<file path="config.mk">
export PLATFORM = sky130hd
export DESIGN_NAME = demultiplexer_sync_flat
export DESIGN_NICKNAME = d
export VERILOG_FILES = /design/src/rtl/demultiplexer_sync_if.sv /design/src/rtl/demultiplexer_sync.sv /design/src/flat_wrapper.sv
export SDC_FILE = /design/constraint.sdc
export NUM_CORES = 1
export LEC_CHECK = 0
export CORE_UTILIZATION = 40
export DETAILED_ROUTE_END_ITERATION = 8
export PLACE_DENSITY = 0.68
export SLEW_MARGIN = 20
export SYNTH_ARGS = -nofsm -noshare
export SYNTH_HDL_FRONTEND = slang
export SYNTH_HIERARCHICAL = 1
export SYNTH_SLANG_ARGS = --single-unit
</file>
<file path="constraint.sdc">
create_clock -name clk -period 1.55 [get_ports clk]
set_input_delay 0.2325 -clock clk [delete_from_list [all_inputs] [get_ports clk]]
set_output_delay 0.2325 -clock clk [all_outputs]
set_load 0.01 [all_outputs]
</file>
<file path="src/rtl/demultiplexer_sync_if.sv">
// Bus bundle for the 1-to-2 demultiplexer: one valid/ready input, two valid/ready outputs.
// The demux takes the slave modport and its driver takes the master modport.
interface demultiplexer_sync_if #(
    parameter int WIDTH = 8,
    parameter int DEPTH = 2
);
    localparam int CW = $clog2(DEPTH + 1);

    logic [WIDTH-1:0] in;
    logic             in_valid;
    logic             in_ready;
    logic             ctrl;
    logic [WIDTH-1:0] out1;
    logic             out1_valid;
    logic             out1_ready;
    logic [WIDTH-1:0] out2;
    logic             out2_valid;
    logic             out2_ready;
    logic [CW-1:0]    cnt1;
    logic [CW-1:0]    cnt2;

    modport slave (
        input  in, in_valid, ctrl, out1_ready, out2_ready,
        output in_ready, out1, out1_valid, out2, out2_valid, cnt1, cnt2
    );

    modport master (
        output in, in_valid, ctrl, out1_ready, out2_ready,
        input  in_ready, out1, out1_valid, out2, out2_valid, cnt1, cnt2
    );
endinterface

</file>
<file path="src/rtl/demultiplexer_sync.sv">
// Synchronous 1-to-2 demultiplexer: routes each accepted word by ctrl into one of
// two independent circular-buffer FIFOs, each drained through its own valid/ready port.
module demultiplexer_sync_fifo #(
    parameter int WIDTH = 8,
    parameter int DEPTH = 2,
    localparam int CW   = $clog2(DEPTH + 1),
    localparam int PW   = $clog2(DEPTH)
) (
    input  logic             clk,
    input  logic             rst_n,
    input  logic             push,
    input  logic [WIDTH-1:0] din,
    input  logic             rdy,
    output logic [WIDTH-1:0] dout,
    output logic             dvalid,
    output logic [CW-1:0]    cnt,
    output logic             full
);
    logic [DEPTH-1:0][WIDTH-1:0] mem;
    logic [PW-1:0]               wptr, rptr;
    logic [CW-1:0]               cnt_q, cnt_nxt;
    logic                        full_q;
    logic                        do_push, do_pop;

    // A full FIFO refuses the push even when a pop happens in the same edge (no bypass).
    assign do_push = push & ~full_q;
    assign do_pop  = rdy & (cnt_q != '0);

    always_comb begin
        cnt_nxt = cnt_q;
        case ({do_push, do_pop})
            2'b10:   cnt_nxt = cnt_q + CW'(1);
            2'b01:   cnt_nxt = cnt_q - CW'(1);
            default: cnt_nxt = cnt_q;
        endcase
    end

    always_ff @(posedge clk) begin
        if (!rst_n) begin
            wptr   <= '0;
            rptr   <= '0;
            cnt_q  <= '0;
            full_q <= 1'b0;
        end else begin
            if (do_push) wptr <= wptr + PW'(1);
            if (do_pop)  rptr <= rptr + PW'(1);
            cnt_q  <= cnt_nxt;
            full_q <= (cnt_nxt == CW'(DEPTH));
        end
    end

    // Storage carries no reset; the empty mask on dout hides stale contents.
    always_ff @(posedge clk) begin
        if (rst_n && do_push) mem[wptr] <= din;
    end

    assign dvalid = (cnt_q != '0);
    assign dout   = dvalid ? mem[rptr] : '0;
    assign cnt    = cnt_q;
    assign full   = full_q;
endmodule

module demultiplexer_sync #(
    parameter int WIDTH = 8,
    parameter int DEPTH = 2,
    localparam int CW   = $clog2(DEPTH + 1)
) (
    input  logic                  clk,
    input  logic                  rst_n,
    demultiplexer_sync_if.slave   bus
);
    localparam int NCH = 2;

    logic [NCH-1:0]            push, rdy, dvalid, full;
    logic [NCH-1:0][WIDTH-1:0] dout;
    logic [NCH-1:0][CW-1:0]    cnt;

    assign push = {bus.in_valid & bus.ctrl, bus.in_valid & ~bus.ctrl};
    assign rdy  = {bus.out2_ready, bus.out1_ready};

    // Only ctrl and the registered full flags feed in_ready, never the sink readies.
    assign bus.in_ready = ~full[bus.ctrl];

    for (genvar k = 0; k < NCH; k++) begin : g_ch
        demultiplexer_sync_fifo #(
            .WIDTH (WIDTH),
            .DEPTH (DEPTH)
        ) u_fifo (
            .clk    (clk),
            .rst_n  (rst_n),
            .push   (push[k]),
            .din    (bus.in),
            .rdy    (rdy[k]),
            .dout   (dout[k]),
            .dvalid (dvalid[k]),
            .cnt    (cnt[k]),
            .full   (full[k])
        );
    end

    assign bus.out1       = dout[0];
    assign bus.out1_valid = dvalid[0];
    assign bus.cnt1       = cnt[0];
    assign bus.out2       = dout[1];
    assign bus.out2_valid = dvalid[1];
    assign bus.cnt2       = cnt[1];
endmodule

</file>
<file path="src/flat_wrapper.sv">
// flat-port wrapper written by rule: the top's interface ports become plain ports
module demultiplexer_sync_flat 
#(
    parameter int WIDTH = 8,
    parameter int DEPTH = 2,
    localparam int CW   = $clog2(DEPTH + 1)
)
  (clk, rst_n, bus_in, bus_in_valid, bus_ctrl, bus_out1_ready, bus_out2_ready, bus_in_ready, bus_out1, bus_out1_valid, bus_out2, bus_out2_valid, bus_cnt1, bus_cnt2);
  demultiplexer_sync_if #(.WIDTH(WIDTH), .DEPTH(DEPTH)) bus_i ();
  input  logic clk;
  input  logic rst_n;
  input wire logic [$bits(bus_i.in)-1:0] bus_in;
  input wire logic [$bits(bus_i.in_valid)-1:0] bus_in_valid;
  input wire logic [$bits(bus_i.ctrl)-1:0] bus_ctrl;
  input wire logic [$bits(bus_i.out1_ready)-1:0] bus_out1_ready;
  input wire logic [$bits(bus_i.out2_ready)-1:0] bus_out2_ready;
  output wire logic [$bits(bus_i.in_ready)-1:0] bus_in_ready;
  output wire logic [$bits(bus_i.out1)-1:0] bus_out1;
  output wire logic [$bits(bus_i.out1_valid)-1:0] bus_out1_valid;
  output wire logic [$bits(bus_i.out2)-1:0] bus_out2;
  output wire logic [$bits(bus_i.out2_valid)-1:0] bus_out2_valid;
  output wire logic [$bits(bus_i.cnt1)-1:0] bus_cnt1;
  output wire logic [$bits(bus_i.cnt2)-1:0] bus_cnt2;
  assign bus_i.in = bus_in;
  assign bus_i.in_valid = bus_in_valid;
  assign bus_i.ctrl = bus_ctrl;
  assign bus_i.out1_ready = bus_out1_ready;
  assign bus_i.out2_ready = bus_out2_ready;
  assign bus_in_ready = bus_i.in_ready;
  assign bus_out1 = bus_i.out1;
  assign bus_out1_valid = bus_i.out1_valid;
  assign bus_out2 = bus_i.out2;
  assign bus_out2_valid = bus_i.out2_valid;
  assign bus_cnt1 = bus_i.cnt1;
  assign bus_cnt2 = bus_i.cnt2;
  demultiplexer_sync #(.WIDTH(WIDTH), .DEPTH(DEPTH)) u_core (.clk(clk), .rst_n(rst_n), .bus(bus_i));
endmodule
</file>
==> results of run 1 <==
-- metal layers --
metal  track usage (%)  part of all wire (%)  up-vias
met3              5.50                   4.1        5
met2              29.3                    55       22
li1                  -                     -      604
met4              5.47                   1.1        0
met1              18.9                    39      564
met5                 0                     0        -
-- cells in the final DEF (no fill, tap or decap), drive strengths merged, types with 2 or more instances in the layout --
cell | netlist | routed
nand3b | 3 | 3
clkdlybuf4s50 | 0 | 11
clkbuf | 0 | 9
ha | 2 | 2
buf | 4 | 44
dfxtp | 10 | 10
dlymetal6s2s | 0 | 2
edfxtp | 32 | 32
inv | 7 | 8
xor2 | 3 | 3
a21boi | 2 | 2
nor2b | 3 | 3
mux2i | 17 | 17
nor2 | 22 | 22
o21ai | 4 | 4
or3 | 2 | 2
and2 | 4 | 4
xnor2 | 6 | 6
clkdlybuf4s15 | 0 | 6
dlygate4sd2 | 0 | 7
and3 | 2 | 2
-- state kept, by name, indices dropped and copies added, names as in the netlist --
register and count:
u_core/g_ch.u_fifo/wptr 2, u_core/g_ch.u_fifo/rptr 2, u_core/g_ch.u_fifo/mem 32, u_core/g_ch.u_fifo/cnt 4
u_core/g_ch.u_fifo/full 2
-- worst paths after layout --
check        depth (start not counted)  slack (ps)                           end
min reg2reg                          2         580    u_core/g_ch[0].u_fifo/wptr
max                                  7          30  u_core/g_ch[1].u_fifo/cnt[1]
max reg2reg                          7          30  u_core/g_ch[1].u_fifo/cnt[1]
min                                  2         580    u_core/g_ch[0].u_fifo/wptr
-- critical path, stage by stage (launching register included) --
cell      delay (ps)
dfxtp_2          350
buf_6            120
o21ai_4          150
inv_2             60
ha_4             160
xnor2_2          130
or3_1            350
a21boi_1         140
-- cell families (layout without fill, tap and decap cells) --
group,Yosys count,count (layout),share of synthesized area [%]
fa+ha+maj,2,2,1.44
buf+inv,11,89,2.96
flops,42,42,66.9
simple gates,40,40,11.7
mux,17,17,9.81
xor+xnor,9,9,4.54
compound gates,8,8,2.67
-- power by group through the flow --
stage | Clock [uW] | Combinational, uW | Sequential [uW]
finish | 861 | 1690 | 1410
global route | 918 | 1860 | 1420
CTS | 868 | 1610 | 1400
detailed placement | 0 | 1620 | 1400
global placement | 0 | 1570 | 1400
floorplan | 0 | 779 | 1410
-- area by class of cell --
class | instances | share of cell area, %
Sequential cell | 42 | 45.3
Timing Repair Buffer | 74 | 24.0
Multi-Input combinational cell | 76 | 22.9
Clock buffer | 5 | 2.67
Tap cell | 50 | 2.42
Clock inverter | 3 | 1.70
Inverter | 7 | 1.02
-- repair_timing --
| action | in CTS | in global routing |
|---|---|---|
| pin swaps | 4 | 6 |
| buffers inserted | 7 | 4 |
| resized for setup | 52 | 25 |
| setup endpoints to repair | 32 | 19 |
| hold endpoints to repair | 0 | 0 |
-- stage by stage --
step	hold WS [ps]	power (uW)	worst slack, ps	utilization (%)
finish	575	3950	28.9	63.1
global route	590	4190	-15.9	63.1
CTS	580	3870	-12.0	61.9
detailed placement	556	3030	-463	58.1
global placement	531	2970	-406	58.1
floorplan	331	2190	-7.82	-
==> out/summary.txt, run 1 <==
Fillers: 313
Core Area: 0.00409 mm2
Nets: 222
Int Pwr: 2740 uW
initial antenna violation count: 0
Post-Synthesis Cell Area: 0.00174 mm2
drt wl/cell: 13.7 um
beginning of the worst hold path: u_core/g_ch[0].u_fifo/wptr
number of synthesized flops with an enable pin: 32
fin cells: 257
largest net degree at the start of global routing: 15
initial drt markers: 48
Crit path arrival time: 1750 ps
Via-to-Cell Ratio: 4.65
Combinational Power Share: 42.7%
Worst Path Class, Setup: flop to flop
Overall Global Routing Usage: 16.7%
global route overflow: 0
critical path peak fanout: 2
CTS Buf Count: 5
f_max: 0.657 GHz
RSZ-0062 raised after global routing: yes
first-pass GRT wire length: 5.29 mm
status: finished clean
P_sw: 1220 uW
max-slew violation count: 0
Final min period: 1520 ps
Synth cell types: 26
Die Wd: 67.9 um
final setup violation count: 0
overall die area: 0.00461 mm2
Synth Warn #: 6
period utilisation layout: 98.1%
clock slew at reported path FFs: 80 ps
register area share after synthesis: 66.9%
multi-input logic area: 591 um2
crit path from: u_core/g_ch[1].u_fifo/cnt[0]
clock share of power: 21.8%
Cells after Synth: 129
vias in the first global route: 1,114
worst r2r src: u_core/g_ch[1].u_fifo/cnt[0]
Via Count: 1,195
gp weighted congestion: 0.745
register area: 0.00117 mm2
drt drc: 0
Post-synth top flop: edfxtp_1
max cap viols: 0
num rows: 23
HPWL after detailed placement: 2.50 mm
clk buf depth: 2
clock skew: 6.98 ps
# diodes: 0
Yosys top cell area share: 55.4%
cell leakage power: 0.00107 uW
Syn Nets: 145
Hold Crit Class: flop to flop
most common library cells after synthesis: edfxtp_1, nor2_1, mux2i_1, dfxtp_1, inv_1
layout cell share with drive strength beyond 1: 35.3%
Syn Area/Cell: 13.5 um2
count leader, synth: edfxtp_1
placed inst area: 0.00237 mm2
worst vdd ir: 0.973 mV
Clock Sinks: 42
Hold Vio Cnt, Final: 0
die height: 67.9 um
Post-CTS Hold Buffers: 0
Setup crit start kind: flop
CTS tree: built
Synth area leader: edfxtp_1
Fin Setup TNS: 0 ps
slew margin rel.: 85.9%
Clk Tree Root Cell: clkbuf_8
worst-margin pin slew: 211 ps
Seq pwr share: 35.5%
Detailed Route WL: 3.52 mm
Pwr Density: 1530 mW/mm2
worst-skew pair later-pin latency: 290 ps
post-route cell area: 0.00258 mm2
Antenna Violating Nets Remaining: 0
# IOs: 37
initial core utilization: 42.5%
TritonRoute pass-1 iters: 4
Worst EP required: 1780 ps
CP endpoint kind: flop
top cells by area, synth: edfxtp_1, dfxtp_1, mux2i_1
port bufs: 36
synth-to-layout area growth: 48.7%
CTS H-Tree Depth: 2
switch share: 30.8%
#FFs+latches synth: 42
async set-reset flop share out of synthesis: 0%
dpl cells: 238
Note: power is estimated with default switching activity, not from simulation.
==> inputs of run 2 (changes only) <==
Clock period 1.55 ns to 1.3 ns, I/O delays scaled along.
==> run 2 against run 1 <==
Effect of this change:
- the run now ends with negative setup slack left
- clock power down 11%
- total power increased by 31%
- sequential power up 21%
- combinational power increased by 60%
- register-to-register slack worse by 230 ps
- worst setup slack lost 230 ps
- count of clock-buffer cells in the layout increased by 3
- global-route usage up 0.73 points
- via count up 8.0%
- largest cell class unchanged
==> out/summary.txt, run 2 (same netlist as run 1, synthesis figures left out) <==
status: finished with violations
failing checks: negative setup slack
Via Count: 1,291 (+8.0%)
pre-CTS setup slack: -805 ps (-342 ps)
clk buf depth: 2 (unchanged)
final setup violation count: 22 (+22)
Core Area: 0.00409 mm2 (unchanged)
initial core utilization: 42.5% (unchanged)
cell leakage power: 0.00116 uW (+8.3%)
cells along the critical path: o21ai_4 > inv_2 > ha_4 > or4b_1 > a31oi_1
die height: 67.9 um (unchanged)
first-pass GRT wire length: 5.57 mm (+5.4%)
Seq pwr share: 32.9% (-2.6 points)
Power, Total: 5180 uW (+31%)
Fin Setup TNS: -2610 ps (-2610 ps)
initial antenna violation count: 0 (unchanged)
worst-skew pair later-pin latency: 280 ps (about the same)
Final min period: 1500 ps (-22.4 ps)
RSZ-0062 raised after global routing: yes
most frequent cells in the layout: edfxtp_1, buf_6, buf_4
TritonRoute pass-1 iters: 4 (unchanged)
post-route cell area: 0.00285 mm2 (+10%)
clock share of power: 14.7% (-7.1 points)
worst-path cell with the longest stage delay: or4b_1
GR Util met3: 5.17% (-0.33 points)
Nets: 238 (+7.2%)
GRT met2 Usage: 33.8% (+4.5 points)
Biggest register: u_core/g_ch.u_fifo/mem
HPWL after detailed placement: 2.35 mm (-5.9%)
hold_ws: 325 ps (-251 ps)
Worst Path Class, Setup: flop to flop
clock skew: 4.53 ps (-2.46 ps)
busiest grt layer: met2
Clock Sinks: 42 (unchanged)
critical path peak fanout: 4 (+2)
Worst EP required: 1500 ps (-280 ps)
Detailed Route WL: 3.86 mm (+9.9%)
max FFs per register: 32 (unchanged)
largest net degree at the start of global routing: 13 (-2)
Crit path arrival time: 1700 ps (-50 ps)
most common cell after layout, fill and taps aside: edfxtp_1
Buf/Inv on CP: 1 (-1)
Overall Global Routing Usage: 17.4% (+0.73 points)
CTS Buf Count: 5 (unchanged)
period utilisation layout: 115% (+17 points)
Post-CTS Hold Buffers: 0 (unchanged)
Pwr Density: 1820 mW/mm2 (+19%)
Setup crit start kind: flop
CTS H-Tree Depth: 2 (unchanged)
CP endpoint kind: flop
drt wl/cell: 14.1 um (+3.4%)
# IOs: 37 (unchanged)
Setup WS post-layout: -199 ps (-228 ps)
global route overflow: 0 (unchanged)
overall die area: 0.00461 mm2 (unchanged)
worst vdd ir: 1.11 mV (+14%)
drt drc: 0 (unchanged)
slowest stage delay, CP: 450 ps (+100 ps)
Antenna Violating Nets Remaining: 0 (unchanged)
f_max: 0.667 GHz (+1.5%)
switch share: 30.8% (+0.087 points)
initial drt markers: 39 (-19%)
Hold Vio Cnt, Final: 0 (unchanged)
layout cell share with drive strength beyond 1: 51.1% (+16 points)
vias in the first global route: 1,208 (+8.4%)
synth-to-layout area growth: 64.1%
max-slew violation count: 0 (unchanged)
placed inst area: 0.00239 mm2 (+0.53%)
# diodes: 0 (unchanged)
P_sw: 1600 uW (+31%)
CP delay by family, top: simple AND/OR/NAND/NOR gates
Int Pwr: 3590 uW (+31%)
Clk Tree Root Cell: clkbuf_8
clock slew at reported path FFs: 70 ps (about the same)
max cap viols: 0 (unchanged)
port bufs: 36 (unchanged)
gp weighted congestion: 0.742 (-0.48%)
Combinational Power Share: 52.3% (+9.6 points)
Die Wd: 67.9 um (unchanged)
CTS tree: built
worst-margin pin slew: 299 ps (+88.0 ps)
num rows: 23 (unchanged)
Hold Crit Class: primary input to flop
slew margin rel.: 80.1% (-5.9 points)
met1 usage: 17.1% (-1.8 points)
Via-to-Cell Ratio: 4.73 (+1.7%)
run 2: cell types whose count changed in the layout (fill, tap and decap cells not counted), moves of 3 or more:
cell / delta
mux2i_1: -3
nor2_1: -5
buf_4: -8
clkbuf_2: -3
buf_2: +12
buf_12: +3
buf_6: +23
dfxtp_4: +3
clkdlybuf4s15_1: -6
dlygate4sd2_1: -3
clkbuf_1: +3
nor2_2: +3
run 2: what timing repair did:
| item | 4_1_cts | 5_1_grt |
|---|---|---|
| resized for setup | 110 | 47 |
| buffers inserted | 18 | 18 |
| pin swaps | 11 | 18 |
| endpoints found under the setup margin | 62 | 47 |
run 2: cell type report:
cell class              count  area (um2)
flip-flops and latches     42        1180
fillers                   298        1240
clock buffers               8        80.1
well taps                  50        62.6
repair buffers             90         815
multi-input cells          76         687
inverters                   7        26.3
run 2: per-stage QoR:
stage,util [%],instances
after detailed placement,58.4,233
after global routing,69.7,273
after global placement,58.4,233
final,69.7,273
after CTS,63.6,259
after floorplan,-,129
run 2: routing by layer:
layer	share of wire [%]	vias to the layer above
met5	0	-
met4	0.54	0
met3	4.8	3
met2	59	29
met1	36	621
li1	-	638
run 2: path summary, 6_finish.rpt:
path                                                    from                    endpoint  slack, ps  cells after the start
worst max-delay path            u_core/g_ch[0].u_fifo/cnt[0]  u_core/g_ch[0].u_fifo/full       -200                      5
worst min-delay path                                   rst_n  u_core/g_ch[1].u_fifo/full        320                      2
worst max register to register  u_core/g_ch[0].u_fifo/cnt[0]  u_core/g_ch[0].u_fifo/full       -200                      5
worst min register to register    u_core/g_ch[0].u_fifo/wptr  u_core/g_ch[0].u_fifo/wptr        600                      2
run 2: power groups by stage:
stage               Combinational [uW]  Sequential, uW  Clock (uW)
floorplan                          983            1690           0
CTS                               2230            1700         794
global route                      2910            1720         836
finish                            2710            1710         764
detailed placement                1960            1690           0
global placement                  1900            1680           0
==> inputs of run 3 (changes only) <==
Settings changed: CTS_CLUSTER_DIAMETER set to 50, SKIP_LAST_GASP set to 1.
==> run 3 against run 2 <==
Effect of this change:
- the flow still finishes with violations (negative setup slack)
- design area down 4.2%
- worst hold slack better by 230 ps
- combinational power down 7%
- register-to-register slack about the same
- sequential power about the same
- non-clock buffer count down 5
- die area unchanged
- worst setup slack worse by 6.9 ps
- count of clock-buffer cells in the layout unchanged
- fmax down 0.46%
- cell count down 1.8%
- critical path type unchanged
==> out/summary.txt, run 3 (same netlist as run 1, synthesis figures left out) <==
status: finished with violations
failing checks: negative setup slack
global route overflow: 0 (unchanged)
worst-margin pin slew: 271 ps (-27.6 ps)
Clk Tree Root Cell: clkbuf_8
HPWL after detailed placement: 2.35 mm (unchanged)
max FFs per register: 32 (unchanged)
multi-input logic area: 649 um2 (-5.5%)
CTS tree: built
Setup WS post-layout: -206 ps (-6.92 ps)
Die Wd: 67.9 um (unchanged)
max cap viols: 0 (unchanged)
Fillers: 312 (+4.7%)
synth-to-layout area growth: 57.2%
worst-skew pair later-pin latency: 280 ps (about the same)
clock skew: 5.18 ps (+0.656 ps)
register-to-register setup slack: -210 ps (about the same)
CTS H-Tree Depth: 2 (unchanged)
worst vdd ir: 1.05 mV (-5.7%)
clk buf depth: 2 (unchanged)
Via-to-Cell Ratio: 4.68 (-1.1%)
num rows: 23 (unchanged)
# diodes: 0 (unchanged)
largest net degree at the start of global routing: 13 (unchanged)
drt drc: 0 (unchanged)
pre-CTS setup slack: -805 ps (unchanged)
Hold Vio Cnt, Final: 0 (unchanged)
Worst EP required: 1510 ps (about the same)
Clock Sinks: 42 (unchanged)
# IOs: 37 (unchanged)
initial core utilization: 42.5% (unchanged)
Antenna Violating Nets Remaining: 0 (unchanged)
most common cell after layout, fill and taps aside: edfxtp_1
CTS Buf Count: 5 (unchanged)
f_max: 0.664 GHz (-0.46%)
switch share: 30.7% (-0.12 points)
initial antenna violation count: 0 (unchanged)
worst r2r src: u_core/g_ch[1].u_fifo/cnt[0]
final setup violation count: 36 (+64%)
Combinational Power Share: 50.5% (-1.8 points)
Biggest register: u_core/g_ch.u_fifo/mem
R2R cell count: 7 (+2)
Hold Path Depth: 1 (-1)
die height: 67.9 um (unchanged)
hold_ws: 551 ps (+226 ps)
layout cell share with drive strength beyond 1: 47.2% (-3.9 points)
Overall Global Routing Usage: 17.5% (+0.11 points)
clock share of power: 15.2% (+0.5 points)
period utilisation layout: 116% (+0.53 points)
Crit path arrival time: 1720 ps (+20 ps)
port bufs: 36 (unchanged)
slew margin rel.: 81.9% (+1.8 points)
Detailed Route WL: 3.67 mm (-4.9%)
Core Area: 0.00409 mm2 (unchanged)
Via Count: 1,254 (-2.9%)
cell leakage power: 0.00111 uW (-4.1%)
Hold Crit Class: primary input to flop
most frequent cells in the layout: edfxtp_1, buf_4, buf_6
Power, Total: 5000 uW (-3.6%)
clock slew at reported path FFs: 70 ps (about the same)
overall die area: 0.00461 mm2 (unchanged)
initial drt markers: 48 (+23%)
max-slew violation count: 0 (unchanged)
vias in the first global route: 1,208 (unchanged)
RSZ-0062 raised after global routing: yes
beginning of the worst hold path: bus_in[5]
Setup crit start kind: flop
r2r endpoint: u_core/g_ch[1].u_fifo/cnt[1]
P_sw: 1540 uW (-4.0%)
Final min period: 1510 ps (+6.92 ps)
CP endpoint kind: flop
first-pass GRT wire length: 5.58 mm (+0.25%)
drt wl/cell: 13.7 um (-3.1%)
placed inst area: 0.00239 mm2 (unchanged)
Worst Hold End: u_core/g_ch[0].u_fifo/mem[13]
gp weighted congestion: 0.742 (unchanged)
post-route cell area: 0.00273 mm2 (-4.2%)
Worst Path Class, Setup: flop to flop
Pwr Density: 1830 mW/mm2 (+0.60%)
critical path peak fanout: 5 (+1)
Int Pwr: 3460 uW (-3.4%)
Seq pwr share: 34.4% (+1.5 points)
Nets: 233 (-2.1%)
register area: 0.00118 mm2 (-0.11%)
Fin Setup TNS: -2420 ps (+190 ps)
TritonRoute pass-1 iters: 4 (unchanged)
run 3: worst max-delay path: stages, from the launching register on:
cell and delay [ps]:
dfxtp_2 340, buf_6 130, o21ai_4 130, inv_2 60, ha_4 170, xnor2_2 130, or3_4 330, a21boi_2 140
run 3: layout make-up:
class	count	share of cell area, %
Clock buffer	8	2.93
Inverter	7	0.963
Multi-Input combinational cell	76	23.8
Tap cell	50	2.29
Timing Repair Buffer	85	26.9
Sequential cell	42	43.1
run 3: metrics by stage:
| step | std cells | util, % |
|---|---|---|
| detailed placement | 233 | 58.4 |
| CTS | 259 | 63.2 |
| global route | 268 | 66.8 |
| floorplan | 129 | - |
| finish | 268 | 66.8 |
| global placement | 233 | 58.4 |
run 3: how the worst max path moves through the flow:
stage / cells past startpoint / end / from
floorplan: 6 / u_core/g_ch[0].u_fifo/full / u_core/g_ch[0].u_fifo/cnt[0]
global placement: 7 / u_core/g_ch[0].u_fifo/full / bus_in_valid
detailed placement: 7 / u_core/g_ch[0].u_fifo/full / bus_in_valid
CTS: 5 / u_core/g_ch[0].u_fifo/full / u_core/g_ch[0].u_fifo/cnt[1]
global route: 7 / u_core/g_ch[1].u_fifo/cnt[1] / u_core/g_ch[1].u_fifo/cnt[1]
finish: 7 / u_core/g_ch[1].u_fifo/cnt[1] / u_core/g_ch[1].u_fifo/cnt[0]
run 3: power by group through the flow:
| stage | Sequential (uW) | Combinational [uW] | Clock, uW |
|---|---|---|---|
| 2_1_floorplan | 1690 | 983 | 0 |
| 3_3_place_gp | 1680 | 1900 | 0 |
| 3_5_place_dp | 1690 | 1960 | 0 |
| 4_1_cts | 1700 | 2180 | 794 |
| 5_1_grt | 1730 | 2720 | 836 |
| 6_report | 1720 | 2520 | 758 |
run 3: routing by layer:
| layer | vias to the layer above | global-route usage [%] | share of wire, % |
|---|---|---|---|
| met4 | 0 | 6.25 | 0.95 |
| met1 | 592 | 17.0 | 38 |
| met2 | 28 | 34.3 | 57 |
| met5 | - | 0 | 0 |
| li1 | 629 | - | - |
| met3 | 5 | 5.17 | 5.0 |
run 3: what timing repair did:
action / CTS / global route
buffers inserted: 18 / 12
pin swaps: 11 / 15
gates resized for setup: 95 / 36
setup endpoints to repair: 62 / 48
hold buffers: 0 / 0
